`config.mk`:
```
export PLATFORM = sky130hd
export DESIGN_NAME = decode_pipe
export DESIGN_NICKNAME = d
export VERILOG_FILES = /design/src/rtl/decode_pkg.sv /design/src/rtl/decode_pipe_reg_file.sv /design/src/rtl/decode_pipe_scoreboard.sv /design/src/rtl/decode_pipe.sv
export SDC_FILE = /design/constraint.sdc
export NUM_CORES = 2
export LEC_CHECK = 0
export ABC_AREA = 1
export CORE_UTILIZATION = 40
export CTS_CLUSTER_SIZE = 40
export DETAILED_ROUTE_END_ITERATION = 6
export GPL_ROUTABILITY_DRIVEN = 0
export PLACE_DENSITY = 0.63
export SLEW_MARGIN = 20
export SYNTH_ARGS = -nofsm -noshare
export SYNTH_HDL_FRONTEND = slang
export SYNTH_SLANG_ARGS = --single-unit
```
`constraint.sdc`:
```
create_clock -name clk -period 4.8 [get_ports clk]
set_input_delay 0.72 -clock clk [delete_from_list [all_inputs] [get_ports clk]]
set_output_delay 0.72 -clock clk [all_outputs]
set_load 0.05 [all_outputs]
```
`src/rtl/decode_pkg.sv`:
```
// ============================================================================
// Module   : decode_pkg
// Brief    : Shared widths, types and index helpers for the decode stage.
// Revision : 1.0 - pipelined decode with scoreboard and write-back bypass
// ============================================================================
`default_nettype none

package decode_pkg;

    localparam int XLEN_DEFAULT = 32;
    localparam int REG_IDX_W    = 5;
    localparam int MAX_REGS     = 1 << REG_IDX_W;

    typedef logic [REG_IDX_W-1:0] reg_idx_t;

    // Operand bundle handed to execute, at the default datapath width.
    typedef struct packed {
        logic [XLEN_DEFAULT-1:0] rd1;
        logic [XLEN_DEFAULT-1:0] rd2;
        reg_idx_t                rd;
        logic                    wr_en;
        logic                    illegal;
        logic [XLEN_DEFAULT-1:0] pc;
    } dec_out_t;

    function automatic logic idx_legal(input reg_idx_t idx, input int nregs);
        return int'(idx) < nregs;
    endfunction

endpackage

`default_nettype wire

```
`src/rtl/decode_pipe_reg_file.sv`:
```
// ============================================================================
// Module   : reg_file
// Brief    : Two-read, one-write architectural register file; x0 reads as 0.
// Revision : 1.0 - re-parametrised by XLEN/NREGS
// ============================================================================
`default_nettype none

module reg_file
    import decode_pkg::*;
#(
    parameter int XLEN  = XLEN_DEFAULT,
    parameter int NREGS = 32
) (
    input  logic            clk,
    input  logic            we,
    input  reg_idx_t        waddr,
    input  logic [XLEN-1:0] wdata,
    input  reg_idx_t        raddr1,
    input  reg_idx_t        raddr2,
    output logic [XLEN-1:0] rdata1,
    output logic [XLEN-1:0] rdata2
);

    localparam int c_IDX_W = $clog2(NREGS);

    logic [XLEN-1:0] r_mem [NREGS];

    always_ff @(posedge clk) begin
        if (we && waddr != '0 && idx_legal(waddr, NREGS)) begin
            r_mem[waddr[c_IDX_W-1:0]] <= wdata;
        end
    end

    // Entry 0 is never written, so it is masked on the read side instead.
    assign rdata1 = (raddr1 == '0 || !idx_legal(raddr1, NREGS)) ? '0 : r_mem[raddr1[c_IDX_W-1:0]];
    assign rdata2 = (raddr2 == '0 || !idx_legal(raddr2, NREGS)) ? '0 : r_mem[raddr2[c_IDX_W-1:0]];

endmodule

`default_nettype wire

```
`src/rtl/decode_pipe_scoreboard.sv`:
```
// ============================================================================
// Module   : scoreboard
// Brief    : Per-register pending-write bits; a set beats a same-cycle clear.
// Revision : 1.0 - pipelined decode with scoreboard and write-back bypass
// ============================================================================
`default_nettype none

module scoreboard
    import decode_pkg::*;
#(
    parameter int NREGS = 32
) (
    input  logic             clk,
    input  logic             rst,
    input  logic             set_en,
    input  reg_idx_t         set_idx,
    input  logic             clr_en,
    input  reg_idx_t         clr_idx,
    input  logic             flush_clr_en,
    input  reg_idx_t         flush_clr_idx,
    output logic [NREGS-1:0] busy
);

    logic [MAX_REGS-1:0] w_set_ext;
    logic [MAX_REGS-1:0] w_clr_ext;
    logic [NREGS-1:0]    w_next;
    logic [NREGS-1:0]    r_busy;

    always_comb begin
        w_set_ext = '0;
        w_clr_ext = '0;
        if (set_en)       w_set_ext[set_idx]       = 1'b1;
        if (clr_en)       w_clr_ext[clr_idx]       = 1'b1;
        if (flush_clr_en) w_clr_ext[flush_clr_idx] = 1'b1;
        w_next    = (r_busy & ~w_clr_ext[NREGS-1:0]) | w_set_ext[NREGS-1:0];
        w_next[0] = 1'b0;
    end

    always_ff @(posedge clk) begin
        if (rst) begin
            r_busy <= '0;
        end else begin
            r_busy <= w_next;
        end
    end

    assign busy = r_busy;

endmodule

`default_nettype wire

```
`src/rtl/decode_pipe.sv`:
```
// ============================================================================
// Module   : decode_pipe
// Brief    : Pipelined decode: register read, RAW/WAW interlock, optional
//            write-back bypass and a valid/ready output register to execute.
// Revision : 1.0 - successor to the multi-cycle decode stage
// ============================================================================
`default_nettype none

module decode_pipe
    import decode_pkg::*;
#(
    parameter int XLEN   = XLEN_DEFAULT,
    parameter int NREGS  = 32,
    parameter int BYPASS = 1
) (
    input  logic            clk,
    input  logic            rst,
    input  logic            in_valid,
    output logic            in_ready,
    input  reg_idx_t        in_rs1,
    input  reg_idx_t        in_rs2,
    input  reg_idx_t        in_rd,
    input  logic            in_use_rs1,
    input  logic            in_use_rs2,
    input  logic            in_wr_en,
    input  logic            in_nop,
    input  logic [XLEN-1:0] in_pc,
    output logic            out_valid,
    input  logic            out_ready,
    output logic [XLEN-1:0] out_rd1,
    output logic [XLEN-1:0] out_rd2,
    output reg_idx_t        out_rd,
    output logic            out_wr_en,
    output logic            out_illegal,
    output logic [XLEN-1:0] out_pc,
    input  logic            wb_en,
    input  reg_idx_t        wb_addr,
    input  logic [XLEN-1:0] wb_data,
    input  logic            flush,
    output logic [NREGS-1:0] busy
);

    logic [NREGS-1:0]    w_busy;
    logic [MAX_REGS-1:0] w_busy_ext;
    logic                w_rs1_legal, w_rs2_legal, w_rd_legal, w_wb_legal;
    logic                w_byp1, w_byp2;
    logic                w_hazard, w_ready, w_acc, w_load, w_illegal;
    logic                w_sb_set, w_sb_flush_clr;
    logic [XLEN-1:0]     w_rf_rd1, w_rf_rd2, w_op1, w_op2;

    logic                r_out_valid;
    logic [XLEN-1:0]     r_out_rd1, r_out_rd2, r_out_pc;
    reg_idx_t            r_out_rd;
    logic                r_out_wr_en, r_out_illegal;

    // Zero-extend so any 5-bit index can probe the scoreboard safely.
    if (NREGS < MAX_REGS) begin : g_busy_pad
        assign w_busy_ext = {{(MAX_REGS-NREGS){1'b0}}, w_busy};
    end else begin : g_busy_full
        assign w_busy_ext = w_busy;
    end

    assign w_rs1_legal = idx_legal(in_rs1, NREGS);
    assign w_rs2_legal = idx_legal(in_rs2, NREGS);
    assign w_rd_legal  = idx_legal(in_rd, NREGS);
    assign w_wb_legal  = idx_legal(wb_addr, NREGS);

    assign w_byp1 = (BYPASS != 0) && wb_en && (wb_addr == in_rs1);
    assign w_byp2 = (BYPASS != 0) && wb_en && (wb_addr == in_rs2);

    assign w_hazard = !in_nop && (
           (in_use_rs1 && in_rs1 != '0 && w_busy_ext[in_rs1] && !w_byp1)
        || (in_use_rs2 && in_rs2 != '0 && w_busy_ext[in_rs2] && !w_byp2)
        || (in_wr_en   && in_rd  != '0 && w_busy_ext[in_rd]));

    assign w_ready  = (!r_out_valid || out_ready) && !w_hazard && !flush;
    assign w_acc    = in_valid && w_ready;
    assign w_load   = w_acc && !in_nop;
    assign in_ready = w_ready;

    assign w_illegal = (in_use_rs1 && !w_rs1_legal)
                    || (in_use_rs2 && !w_rs2_legal)
                    || (in_wr_en   && !w_rd_legal);

    reg_file #(
        .XLEN  (XLEN),
        .NREGS (NREGS)
    ) u_reg_file (
        .clk    (clk),
        .we     (wb_en && !rst),
        .waddr  (wb_addr),
        .wdata  (wb_data),
        .raddr1 (in_rs1),
        .raddr2 (in_rs2),
        .rdata1 (w_rf_rd1),
        .rdata2 (w_rf_rd2)
    );

    assign w_op1 = (in_rs1 == '0 || !w_rs1_legal) ? '0 : w_byp1 ? wb_data : w_rf_rd1;
    assign w_op2 = (in_rs2 == '0 || !w_rs2_legal) ? '0 : w_byp2 ? wb_data : w_rf_rd2;

    // A flushed writer never reaches write-back, so its pending bit is released here.
    assign w_sb_set       = w_load && in_wr_en && in_rd != '0 && !w_illegal;
    assign w_sb_flush_clr = flush && r_out_valid && r_out_wr_en && r_out_rd != '0
                         && idx_legal(r_out_rd, NREGS);

    scoreboard #(
        .NREGS (NREGS)
    ) u_scoreboard (
        .clk           (clk),
        .rst           (rst),
        .set_en        (w_sb_set),
        .set_idx       (in_rd),
        .clr_en        (wb_en && w_wb_legal),
        .clr_idx       (wb_addr),
        .flush_clr_en  (w_sb_flush_clr),
        .flush_clr_idx (r_out_rd),
        .busy          (w_busy)
    );

    always_ff @(posedge clk) begin
        if (rst) begin
            r_out_valid   <= 1'b0;
            r_out_rd1     <= '0;
            r_out_rd2     <= '0;
            r_out_rd      <= '0;
            r_out_wr_en   <= 1'b0;
            r_out_illegal <= 1'b0;
            r_out_pc      <= '0;
        end else if (flush) begin
            r_out_valid <= 1'b0;
        end else if (w_load) begin
            r_out_valid   <= 1'b1;
            r_out_rd1     <= w_op1;
            r_out_rd2     <= w_op2;
            r_out_rd      <= in_rd;
            r_out_wr_en   <= in_wr_en;
            r_out_illegal <= w_illegal;
            r_out_pc      <= in_pc;
        end else if (out_ready) begin
            r_out_valid <= 1'b0;
        end
    end

    assign out_valid   = r_out_valid;
    assign out_rd1     = r_out_rd1;
    assign out_rd2     = r_out_rd2;
    assign out_rd      = r_out_rd;
    assign out_wr_en   = r_out_wr_en;
    assign out_illegal = r_out_illegal;
    assign out_pc      = r_out_pc;
    assign busy        = w_busy;

endmodule

`default_nettype wire

```
Word level (Yosys, flattened, before mapping)
Memory sizes are Yosys's and may differ from the RTL's. Cells that the tools add are included.

Flip-flop bits (word level): 135. RAM bits: 1024. Bits of input ports: 94. Output and inout bits: 137. Word-level logic and storage cells: 92. Memories: 1.

Memories: u_reg_file.r_mem (depth 32, width 32, rd ports 2, clocked after Yosys merged registers in 0, write ports 1, RTL line decode_pipe_reg_file.sv:26) `logic [XLEN-1:0] r_mem [NREGS];`.

$lt $le $gt $ge: 8. Equal/unequal tests: 2. Multiplexer cells: 23. Bitwise gates (word level): 5. Reductions and logical operators: 45.

Operators with widths (number): $mux W32 (7); $or A32 B32 Y32 (2); $and A32 B32 Y32 (1); $not A32 Y32 (1); $lt A5 B6 Y1 const B (5); $logic_and A1 B1 Y1 (25); $reduce_bool A5 Y1 (5); $bmux W1 S5 (3); $demux W1 S5 (3); $ge A5 B1 Y1 const B (3); $eq A5 B5 Y1 (2); $logic_not A5 Y1 (2); $mux W1 (10); $logic_not A1 Y1 (7); $logic_or A1 B1 Y1 (3); $reduce_and A2 Y1 (1); $reduce_bool A2 Y1 (1); $reduce_or A2 Y1 (1); $not A1 Y1 (1).

Longest topological paths before layout
Depth after elaboration: 16. Gate-level depth with buffers: 20. Gate-level depth less buffers: 16.

Modules after synthesis
From an unflattened synthesis, not the netlist that was laid out.

Cell total of the unflattened synthesis: 7426. Area, all modules: 60017.6 µm².

Modules (own cells, without submodules): reg_file (instances 1, cells each 5972, area an instance 51687.1 µm², sequential area each 30749.5 µm²); decode_pipe (instances 1, cells each 1200, area an instance 6754.0 µm², sequential area each 2062.0 µm²); scoreboard (instances 1, cells each 254, area an instance 1576.5 µm², sequential area each 620.6 µm²).

Worst setup path before layout
OpenSTA, ideal clock, no wires.

Path type: input-to-reg. Start: in wb_addr[0]. End: mem u_reg_file.r_mem[14][0] in the netlist's numbering, enable pin. Setup time: 0.461 ns. Arrival time: 3.765 ns. Required time: 4.339 ns. Setup slack: 0.575 ns. Stages: 6. Buffers on the path: 2. Cells stage by stage: clkbuf_1 -> nor2_1 -> inv_1 -> o211ai_1 -> clkbuf_1 -> nor3_1.

Word-level cells in the longest chain between the ends: 4.

RTL lines: start: declaration (RTL line decode_pipe.sv:37) `input reg_idx_t wb_addr,`; $reduce_bool A5 Y1 (RTL line decode_pipe_reg_file.sv:29) `if (we && waddr != '0 && idx_legal(waddr, NREGS)) begin`; $logic_and A1 B1 Y1 (RTL line decode_pipe_reg_file.sv:29); $mux W1 (RTL line decode_pipe_reg_file.sv:29); $mux W1 (implied by the code) (RTL line decode_pipe_reg_file.sv:30) `r_mem[waddr[c_IDX_W-1:0]] <= wdata;`; end: declaration (RTL line decode_pipe_reg_file.sv:26).

Several ways; a longest one is shown, not always the timed one.

Final worst setup path
Start: in in_rd[0]. End: out in_ready.

Word-level cells in the longest chain between the ends: 8.

RTL lines: start: declaration (RTL line decode_pipe.sv:22) `input reg_idx_t in_rd,`; $bmux W1 S5 or $reduce_bool A5 Y1 (tied branches) (RTL line decode_pipe.sv:74) `|| (in_wr_en && in_rd != '0 && w_busy_ext[in_rd]));`; $mux W1 (implied by the code) or $logic_and A1 B1 Y1 (tied branches) (RTL line decode_pipe.sv:74); $logic_and A1 B1 Y1 (*) (RTL line decode_pipe.sv:74); $logic_or A1 B1 Y1 (*) (RTL line decode_pipe.sv:74); $logic_and A1 B1 Y1 (*) (RTL line decode_pipe.sv:71) `assign w_hazard = !in_nop && (`; $logic_not A1 Y1 (*) (RTL line decode_pipe.sv:76) `assign w_ready = (!r_out_valid || out_ready) && !w_hazard && !flush;`; $logic_and A1 B1 Y1 (*) (2 in series) (RTL line decode_pipe.sv:76); end: declaration (RTL line decode_pipe.sv:19) `output logic in_ready,`.

Every way passes the cells marked *; elsewhere a longest branch is shown, timed or not. The select of a mux whose other input is x is not followed.

==> impl_metrics.ini <==
[drt]
drt-vias-per-instance = 6.28
wl_mm = 219
num_vias = 49600
drc_errors = 7
postRouteAntennaNets = 0
drtIter0Drc = 8548
dr.pass1.iters = 7
route.detailed.wl_per_inst_um = 27.7

[placement]
place_area_um2 = 60600
dp.final_hpwl_mm = 117
pre_cts_ws_ps = 667
io_buffer_count = 228

[sta]
period_share_pct = 80.5
max_slew_margin_pct = 24.8
setup_tns_ps = 0
hold_violations = 0
rsz0062_at_grt = no
worst_slack_ps = 937
finalSetupViolCount = 0
slew_violations = 0
max_freq_ghz = 0.259
worst_pin_slew_ps = 1130
skew_ps = 33.7
layout_min_cycle_time_ps = 3860

[worst_setup_path]
crit_required_ps = 4080
crit_fanout = 27
critical_path_cell_count = 15
endpoint_kind = primary output
crit_path_start = in_rd[0]
path_cells = clkdlybuf4s50_1 -> buf_4 -> o21ai_0 -> nand2_1 -> nand2_1 -> nand2_1 -> nand2_1 -> nor2_1 -> nand2_1 -> nand2_1 -> nand3_1 -> nand2_2 -> nand2_1 -> inv_1 -> buf_12
worst-path-buf-inv = 4
cp_slowest_cell = clkdlybuf4s50_1
reg2reg_from = u_scoreboard.busy[24]
crit_top_cell = nand2_1
r2r_setup_slack_ps = 1870
arrival_ps = 3140
start_kind = input port
r2r-end = out_rd2[2]
crit_type = in2out
cpPeakStageDelay_ps = 1010
r2r.worst_path.cells = 13
cpLargestDelayFamily = buffers and inverters

[synth]
synth_top_cell_by_area = edfxtp_1
synth_area_um2 = 56200
yosysTopAreaCellShare_pct = 54.7
synth_edf_count = 1024
ys_top_cells_by_area = edfxtp_1 (55%), o21ai_0 (6.9%), a21oi_1 (6.3%), nand2_1 (5.6%), dfxtp_1 (4.8%)
synthArstFlopShare_pct = 0
postSynthAreaPerCell_um2 = 9.60
synthCells = 5850
ys_ff_latch = 1158
yosysSeqAreaShare_pct = 59.5
synth.distinct_cells = 41
ys.flop_type = edfxtp_1
yosys_warnings = 0

[worst_hold_path]
hold_start = rst
min_path_type = in2reg
hold_end = u_scoreboard.busy[2]
holdPathStages = 2

[clock_tree]
numClockSinks = 1158
post_cts_resized = 0
clockBufferDepth = 3
holdBufCountCts = 0
h-tree-depth = 4
cts_inserted_buffers = 130
cts_root_buf = clkbuf_16
post_cts_buffers = 0
cts_tree = done
clk_pin_slew_ps = 60
clock_latency_ps = 800

[final_layout]
regArea_um2 = 33400
layout_commonest_cell = edfxtp_1
multi_input_area_um2 = 19100
final_core_util_pct = 46.5
num-fill-cells = 12800
syn_to_final_growth_pct = 15.4
layout_common_cells = edfxtp_1 (1,024), nand2_1 (834), o21ai_0 (770), a21oi_1 (708), inv_1 (496)
fin_nets = 6018
drive_gt1_share_pct = 6.90
fin_area_um2 = 64800

[global_route]
grt_pass1_vias = 45200
grt_antenna_before_repair = 5
grt_pass1_wl_mm = 311
grt_max_degree = 193
overflow = 0
grt.total_usage_pct = 29.9

[floorplan]
die_h_um = 377
core_um2 = 139000
start_util_pct = 40.3
rows = 137
die-area_um2 = 142000
die_w_um = 377
io_pins = 231

[run_status]
status = complete, but fails checks
violations = DRC

[power_and_ir_drop]
finalPower_mw = 23.7
vdd_drop_max_uv = 286
power.leakage_nw = 22.7
p_per_area_nw_per_um2 = 365

[run]
cap_violations = 0
sequential cells by signal, summed over array words and instances, names as in the netlist:
name               cells
out_rd1               32
u_reg_file.r_mem    1024
u_scoreboard.busy     31
out_wr_en              1
out_valid              1
out_rd                 5
out_rd2               32
out_pc                32
cell usage after synthesis (all sizes together) (8+ instances only):
cell and number:
a211oi 9, a21oi 708, a22oi 122, buf 209, clkbuf 263, dfxtp 134, edfxtp 1024, inv 511
nand2 835, nand3 436, nor2 312, nor3 47, o2111ai 61, o211a 8, o211ai 236, o21ai 791
o221ai 95, o22ai 15, or2 9
per-layer routing:
metal / share of wire [%] / track usage, % / wire (µm)
met5: 0 / 0 / 0
met4: 5.8 / 15.7 / 12700
met3: 15 / 8.12 / 32400
met2: 42 / 43.8 / 91800
met1: 37 / 40.5 / 81800
cell type report:
class	instances	share of cell area, %
clock inverters	71	1.16
repair buffers	381	5.75
well taps	1876	3.62
diodes	2	0.00772
clock buffers	165	5.38
inverters	515	3.03
flip-flops and latches	1158	51.6
multi-input cells	3738	29.5
through the flow:
step,cells,hold slack (ps)
CTS,7904,297
finish,7906,340
global route,7905,337
floorplan,5883,686
detailed placement,7668,455
global placement,7667,453
logic make-up after synthesis:
| kind of cell | Yosys count | synth area share [%] |
|---|---|---|
| AOI/OAI and AO/OA | 2058 | 21.2 |
| and+or+nand+nor | 1645 | 12.2 |
| DFF | 1158 | 59.5 |
| buffers and inverters | 987 | 7.07 |
| xor gates and xnor gates | 1 | 0.0156 |
| other | 1 | 0.00668 |
report_power, final:
| group | switching, mW | internal [mW] | total, mW |
|---|---|---|---|
| registers | 0.0868 | 11.1 | 11.2 |
| logic | 1.77 | 0.653 | 2.42 |
| clock network | 4.22 | 5.87 | 10.1 |
how the worst max path moves through the flow:
stage and endpoint:
2_1_floorplan u_reg_file.r_mem[14][0], 3_3_place_gp out_rd1[3], 3_5_place_dp out_rd1[3], 4_1_cts in_ready, 5_1_grt in_ready, 6_report in_ready
No activity file was read; power rests on OpenSTA's default activity.
